==> src/rtl/gf_pkg.sv <==
// Shared types and the saturation helper for the guided-filter pixel ALU.
// Widths are sized for the widest data path the ALU supports (GF_MAX_DW).
package gf_pkg;

  localparam int GF_MAX_DW = 48;
  localparam int GF_WIDE_W = 2 * GF_MAX_DW + 4;

  typedef enum logic [1:0] {
    OP_BCOEF = 2'd0,
    OP_MUL   = 2'd1,
    OP_SUB   = 2'd2,
    OP_ADD   = 2'd3
  } opT;

  typedef enum logic [1:0] {
    S_IDLE  = 2'd0,
    S_RUN   = 2'd1,
    S_DRAIN = 2'd2,
    S_DONE  = 2'd3
  } stateT;

  // Clamp a signed intermediate into the unsigned range [0, 2^dw-1].
  function automatic logic [GF_MAX_DW-1:0] saturate(
    input logic signed [GF_WIDE_W-1:0] val,
    input int                          dw
  );
    logic signed [GF_WIDE_W-1:0] maxVal;
    maxVal = signed'((GF_WIDE_W'(1) << dw) - GF_WIDE_W'(1));
    if (val[GF_WIDE_W-1])
      saturate = '0;
    else if (val > maxVal)
      saturate = maxVal[GF_MAX_DW-1:0];
    else
      saturate = val[GF_MAX_DW-1:0];
  endfunction

endpackage

==> src/rtl/gf_alu.sv <==
// One-stage fixed-point ALU: computes the selected operation in a signed
// 2*DW+2 bit intermediate and registers the saturated DW-bit result.
module gf_alu
  import gf_pkg::*;
#(
  parameter int DW   = 24,
  parameter int FRAC = 7
) (
  input  logic          iCLK,
  input  logic          iRST_N,
  input  opT            opSel,
  input  logic [DW-1:0] a,
  input  logic [DW-1:0] b,
  output logic [DW-1:0] result
);

  localparam int IW = 2 * DW + 2;

  logic signed [IW-1:0]        aExt;
  logic signed [IW-1:0]        bExt;
  logic signed [IW-1:0]        prod;
  logic signed [IW-1:0]        rawVal;
  logic signed [GF_WIDE_W-1:0] wideVal;
  logic [GF_MAX_DW-1:0]        satFull;
  logic                        unusedSat;

  assign aExt = signed'({{(IW-DW){1'b0}}, a});
  assign bExt = signed'({{(IW-DW){1'b0}}, b});
  assign prod = aExt * bExt;

  // Operands are non-negative, so the arithmetic MUL shift is a floor.
  always_comb begin
    rawVal = '0;
    case (opSel)
      OP_BCOEF: rawVal = (aExt <<< FRAC) - prod;
      OP_MUL:   rawVal = prod >>> FRAC;
      OP_SUB:   rawVal = aExt - bExt;
      OP_ADD:   rawVal = aExt + bExt;
      default:  rawVal = '0;
    endcase
  end

  assign wideVal   = {{(GF_WIDE_W-IW){rawVal[IW-1]}}, rawVal};
  assign satFull   = saturate(wideVal, DW);
  assign unusedSat = &{1'b0, satFull};

  always_ff @(posedge iCLK) begin
    if (!iRST_N)
      result <= '0;
    else
      result <= satFull[DW-1:0];
  end

endmodule

==> src/rtl/gf_pixel_alu.sv <==
// Frame-streaming pixel ALU: reads A/B at one address per cycle, pushes
// them through gf_alu and writes the saturated result to RAM C.
module gf_pixel_alu
  import gf_pkg::*;
#(
  parameter int IMG_W  = 300,
  parameter int IMG_H  = 210,
  parameter int DW     = 24,
  parameter int FRAC   = 7,
  parameter int AW     = 16,
  parameter int RD_LAT = 1
) (
  input  logic          iCLK,
  input  logic          iRST_N,
  input  logic          start,
  input  logic [1:0]    op_sel,
  output logic          busy,
  output logic          done,
  output logic [AW-1:0] iAddrA,
  output logic [AW-1:0] iAddrB,
  input  logic [DW-1:0] oDataA,
  input  logic [DW-1:0] oDataB,
  output logic          wrenA,
  output logic          wrenB,
  output logic          wrenC,
  output logic [AW-1:0] iAddrC,
  output logic [DW-1:0] iDataC
);

  localparam int N = IMG_W * IMG_H;
  localparam logic [AW-1:0] LAST_ADDR = AW'(N - 1);
  localparam int DRAIN_W = $clog2(RD_LAT + 2);
  localparam logic [DRAIN_W-1:0] DRAIN_LAST = DRAIN_W'(RD_LAT);

  stateT                state;
  stateT                nextState;
  logic [AW-1:0]        rdAddr;
  logic [DRAIN_W-1:0]   drainCnt;
  opT                   opLatched;
  logic                 issue;
  logic [RD_LAT:0]      validPipe;
  logic [AW-1:0]        addrPipe [RD_LAT:0];
  logic [DW-1:0]        aluResult;

  always_ff @(posedge iCLK) begin
    if (!iRST_N)
      state <= S_IDLE;
    else
      state <= nextState;
  end

  always_comb begin
    nextState = state;
    case (state)
      S_IDLE:  if (start) nextState = S_RUN;
      S_RUN:   if (rdAddr == LAST_ADDR) nextState = S_DRAIN;
      S_DRAIN: if (drainCnt == DRAIN_LAST) nextState = S_DONE;
      S_DONE:  nextState = S_IDLE;
      default: nextState = S_IDLE;
    endcase
  end

  always_comb begin
    busy  = 1'b0;
    done  = 1'b0;
    issue = 1'b0;
    case (state)
      S_RUN:   begin busy = 1'b1; issue = 1'b1; end
      S_DRAIN: busy = 1'b1;
      S_DONE:  begin busy = 1'b1; done = 1'b1; end
      default: ;
    endcase
  end

  // Address counter parks at 0 outside RUN; op is captured only with an accepted start.
  always_ff @(posedge iCLK) begin
    if (!iRST_N) begin
      rdAddr    <= '0;
      drainCnt  <= '0;
      opLatched <= OP_BCOEF;
    end else begin
      case (state)
        S_IDLE: begin
          rdAddr   <= '0;
          drainCnt <= '0;
          if (start) opLatched <= opT'(op_sel);
        end
        S_RUN: begin
          rdAddr   <= (rdAddr == LAST_ADDR) ? '0 : rdAddr + AW'(1);
          drainCnt <= '0;
        end
        S_DRAIN: begin
          rdAddr   <= '0;
          drainCnt <= drainCnt + DRAIN_W'(1);
        end
        default: begin
          rdAddr   <= '0;
          drainCnt <= '0;
        end
      endcase
    end
  end

  // RD_LAT stages cover the RAM, the extra stage covers the ALU register.
  always_ff @(posedge iCLK) begin
    if (!iRST_N) begin
      validPipe <= '0;
      for (int i = 0; i <= RD_LAT; i++) addrPipe[i] <= '0;
    end else begin
      validPipe   <= {validPipe[RD_LAT-1:0], issue};
      addrPipe[0] <= rdAddr;
      for (int i = 1; i <= RD_LAT; i++) addrPipe[i] <= addrPipe[i-1];
    end
  end

  gf_alu #(
    .DW   (DW),
    .FRAC (FRAC)
  ) uAlu (
    .iCLK   (iCLK),
    .iRST_N (iRST_N),
    .opSel  (opLatched),
    .a      (oDataA),
    .b      (oDataB),
    .result (aluResult)
  );

  assign iAddrA = rdAddr;
  assign iAddrB = rdAddr;
  assign wrenA  = 1'b0;
  assign wrenB  = 1'b0;
  assign wrenC  = validPipe[RD_LAT];
  assign iAddrC = addrPipe[RD_LAT];
  assign iDataC = wrenC ? aluResult : '0;

endmodule

==> config.mk <==
export PLATFORM = sky130hd
export DESIGN_NAME = gf_pixel_alu
export DESIGN_NICKNAME = d
export VERILOG_FILES = /design/src/rtl/gf_pkg.sv /design/src/rtl/gf_alu.sv /design/src/rtl/gf_pixel_alu.sv
export SDC_FILE = /design/constraint.sdc
export NUM_CORES = 2
export LEC_CHECK = 0
export CELL_PAD_IN_SITES_DETAIL_PLACEMENT = 1
export CELL_PAD_IN_SITES_GLOBAL_PLACEMENT = 1
export CORE_MARGIN = 4
export CORE_UTILIZATION = 44
export DETAILED_ROUTE_END_ITERATION = 16
export GPL_TIMING_DRIVEN = 1
export MAX_ROUTING_LAYER = met4
export PLACE_DENSITY = 0.81
export SYNTH_ARGS = -nofsm -noshare
export SYNTH_HDL_FRONTEND = slang
export SYNTH_SLANG_ARGS = --single-unit
export TNS_END_PERCENT = 100
==> constraint.sdc <==
create_clock -name iCLK -period 11 [get_ports iCLK]
set_input_delay 2.75 -clock iCLK [delete_from_list [all_inputs] [get_ports iCLK]]
set_output_delay 2.75 -clock iCLK [all_outputs]
set_load 0.01 [all_outputs]
==> results.md <==
- The flow ran to the end, but the final reports show violations.
- The checks that failed: setup timing.
- For this design, the slowest cell found on the critical path is fa_1.
- The net count of the finished layout is 4432.
- The die covers 64600 um^2.
- The clock tree from TritonCTS is yes.
- The antenna violation net count after detailed routing is 0.
- The tree is rooted in a clkbuf_16.
- For this block, the via count after detailed routing is 26100.
- The cell row count is 89.
- The proportion of layout cells with a drive suffix above 1 is 0.234.
- Relative to the synthesized area, the layout overhead comes to 28.3%.
- The total global-route track usage is 0.362.
- After detailed routing, the total wire length is 120 mm.
- Setup repair after global routing could not meet its margin everywhere.
- Entering global routing, the biggest net connects 57 pins.
- Of the post-synthesis cell area, the dominant cell type holds 0.363.
- The global-route wire length before repair is 174 mm.
- The number of warnings issued by yosys is 0.
- The share of the core filled with cells in the final layout is 0.575.
- The vias per cell is 5.91.
- Counting every sink on the clock net gives 80.
- During placement, the flow inserted port buffers numbering 127.
- The routed wire length per instance is 27.1 um.
- The class of the most critical setup path is in -> reg.
- The measured slew at the worst slew-check pin is 0.848 ns.
- Static timing analysis puts the maximum clock frequency at 88.2 MHz.
- The smallest setup slack after layout is -0.333 ns.
- The final hold violation count is 0.
- The total of endpoints with negative setup slack in the final report is 24.
- The clock network latency to the later pin of the worst-skew pair is 0.34 ns.
- In this design, the critical path's most frequently occurring cell is fa_1.
- Sorting the synthesized cells by area gives the leading types as fa_1 (36%), ha_1 (12%), inv_1 (8.3%), and2_1 (8.2%), dfxtp_1 (6.0%).
- The dominant delay contributor by cell family on the critical path is adder cells.
- The initial utilization of the core area, before any placement, comes to 0.448.
- The maximum level of the CTS H-tree is 3.
- For this run the aggregate overflow at the end of global routing stands at 0.
- Counting flops and latches in the post-synthesis netlist gives 80.
- The number of pins with negative max-slew slack in the final report is 0.
- The largest stage delay on the critical path is 0.60 ns.
- The cell type with the highest aggregate area in the netlist is fa_1.
- The number of different library cells used by synthesis comes to 88.
- The die is 254 um tall.
- STA classifies the critical path endpoint as a flop.
- Max-cap violations in this run came to 0.
- The buffers plus inverters on the worst setup path is 9.
- In this run the register-to-register setup slack is 8.15 ns.
- The number of antenna violations at the first check in global routing is 8.
- The core outline area is 59500 um^2.
- The post-synthesis average cell area is 8.46 um^2.
- The register area is 1600 um^2.
- 130 I/O pins were placed.
- The count of TritonRoute iterations in the first routing pass is 5.
- Along the worst path, the maximum fanout reaches 6.
- The via count of the first global-routing pass is 30000.
- For this run, the register share of the synthesized area comes to 0.0601.
- The filler cells instantiated in the layout total 6831.
- Summing every instance area after synthesis gives 26700 um^2.
- The tightest slew margin relative to the limit is 0.427.
- Ranked by instance count, the synthesized netlist is headed by inv_1 (593), fa_1 (484), and2_1 (349), nand2_1 (332), ha_1 (254).
- The count of hold-fix buffers inserted at cts is 0.
- The synthesized instance count is 3153.
- From left edge to right edge, the die measures 254 um.
- The routability-driven placement congestion ratio is 0.973.
- The class of the most critical hold timing path is reg -> reg.
- The startpoint type of the worst setup path is an input port.
- The maximum buffer depth of the clock tree is 2.
- The CTS clock-pin slew for the worst setup and hold paths is 0.06 ns.
- Counting flops with an async set or reset pin after synthesis yields a share of 0.
- The worst clock skew is 0.00654 ns.
- The number of design rule violations left after detail routing is 0.
- The data arrival time of the critical path is 11.57 ns.
- The critical path data required time is 11.23 ns.
- The number of flops mapped to enable cells by yosys is 0.
- The final critical path time including I/O delays and setup is 11.33 ns.
- The number of clock buffers added by TritonCTS is 9.
- The number of DRC markers after the initial detailed-route iteration is 2003.
- The multi-input combinational cells in the finished layout cover a total of 23000 um^2.
- In the synthesized netlist the dominant register cell turns out to be dfxtp_1.
- Dividing the final minimum period by the clock period gives 1.03.
- Among all cell types in the netlist, the one instantiated most often is inv_1.
- The HPWL after detailed placement is 82.9 mm.
## final cells by class
class,instances,share of cell area
diodes,7,0.000512
multi-input cells,2294,0.672
clock inverters,7,0.00300
inverters,594,0.0653
well taps,773,0.0283
flip-flops and latches,80,0.0468
repair buffers,662,0.177
clock buffers,9,0.00658
## worst register-to-register path: cells and delay by family (launching register included)
family	cells	cell delay, ns
AND/OR/NAND/NOR	3	0.96
buffers and inverters	2	0.76
AO/OA/AOI/OAI	3	0.70
flip-flops	1	0.33
## cells by family (layout without fill, tap and decap cells)
family	Yosys count	count (layout)	synth area share
XOR/XNOR	97	97	0.0321
AO/OA/AOI/OAI	447	447	0.112
flip-flops	80	80	0.0601
other	1	9	0.000141
adder cells (fa/ha/maj)	738	738	0.483
AND/OR/NAND/NOR	994	994	0.189
multiplexers	16	16	0.00666
buffers and inverters	780	1272	0.118
## path summary, 6_finish.rpt
| check | start | end | cells after the start |
|---|---|---|---|
| worst max-delay path | oDataA[0] | uAlu.result[12] | 39 |
| worst min-delay path | addrPipe[0][15] | addrPipe[0][31] | 1 |
| worst max register to register | opLatched[0] | uAlu.result[12] | 8 |
| worst min register to register | addrPipe[0][15] | addrPipe[0][31] | 1 |
## per-stage QoR
stage | setup slack [ns] | cells | area (um^2) | hold slack, ns | setup TNS [ns]
final | -0.333 | 4426 | 34200 | 0.432 | -7.40
after global routing | -0.550 | 4425 | 34200 | 0.453 | -12.66
after CTS | -0.108 | 4391 | 33500 | 0.437 | -1.73
after detailed placement | -1.18 | 4252 | 31200 | 0.422 | -28.04
after global placement | -0.878 | 4252 | 31200 | 0.405 | -20.99
after floorplan | 0.00234 | 3154 | 26700 | 0.397 | 0
## state kept, by name (all words and copies together), names as in the netlist
register / count
opLatched: 2
addrPipe: 32
validPipe: 2
iAddrA: 16
uAlu.result: 24
state: 2
drainCnt: 2
## cells in the final DEF, fill, tap and decap left out, drive strengths merged, types with 8 or more instances in the layout
cell             n
xor2            45
nor2           138
o31ai            8
fa             484
dlygate4sd2     12
o21ai           79
nand2          332
mux2i           11
and2           349
buf            561
o211ai          21
nor2b           19
a211oi          25
nand2b           9
nor3            13
nor4            16
ha             254
a211o            9
and3            28
nand4           18
nand3           43
inv            596
or3             10
xnor2           52
clkbuf          12
o21bai          18
dfxtp           80
a21oi          133
o21a            39
a31oi           10
clkdlybuf4s50   82
a21o            37
## repair_timing
| action | CTS | global route |
|---|---|---|
| setup buffers | 110 | 33 |
| setup endpoints to repair | 24 | 24 |
| cloned | 13 | 1 |
| resized for setup | 384 | 159 |
| pin swaps | 146 | 166 |
## layer usage
layer | GRT usage | vias to the layer above | share of wire
li1 | - | 10800 | -
met1 | 0.411 | 13200 | 0.35
met2 | 0.599 | 1551 | 0.48
met3 | 0.0736 | 644 | 0.089
met4 | 0.201 | 0 | 0.077
met5 | - | - | 0
Power is left out: the tool's default activity adds up to more than one toggle a clock period on the data nets, which glitch-free logic cannot reach.
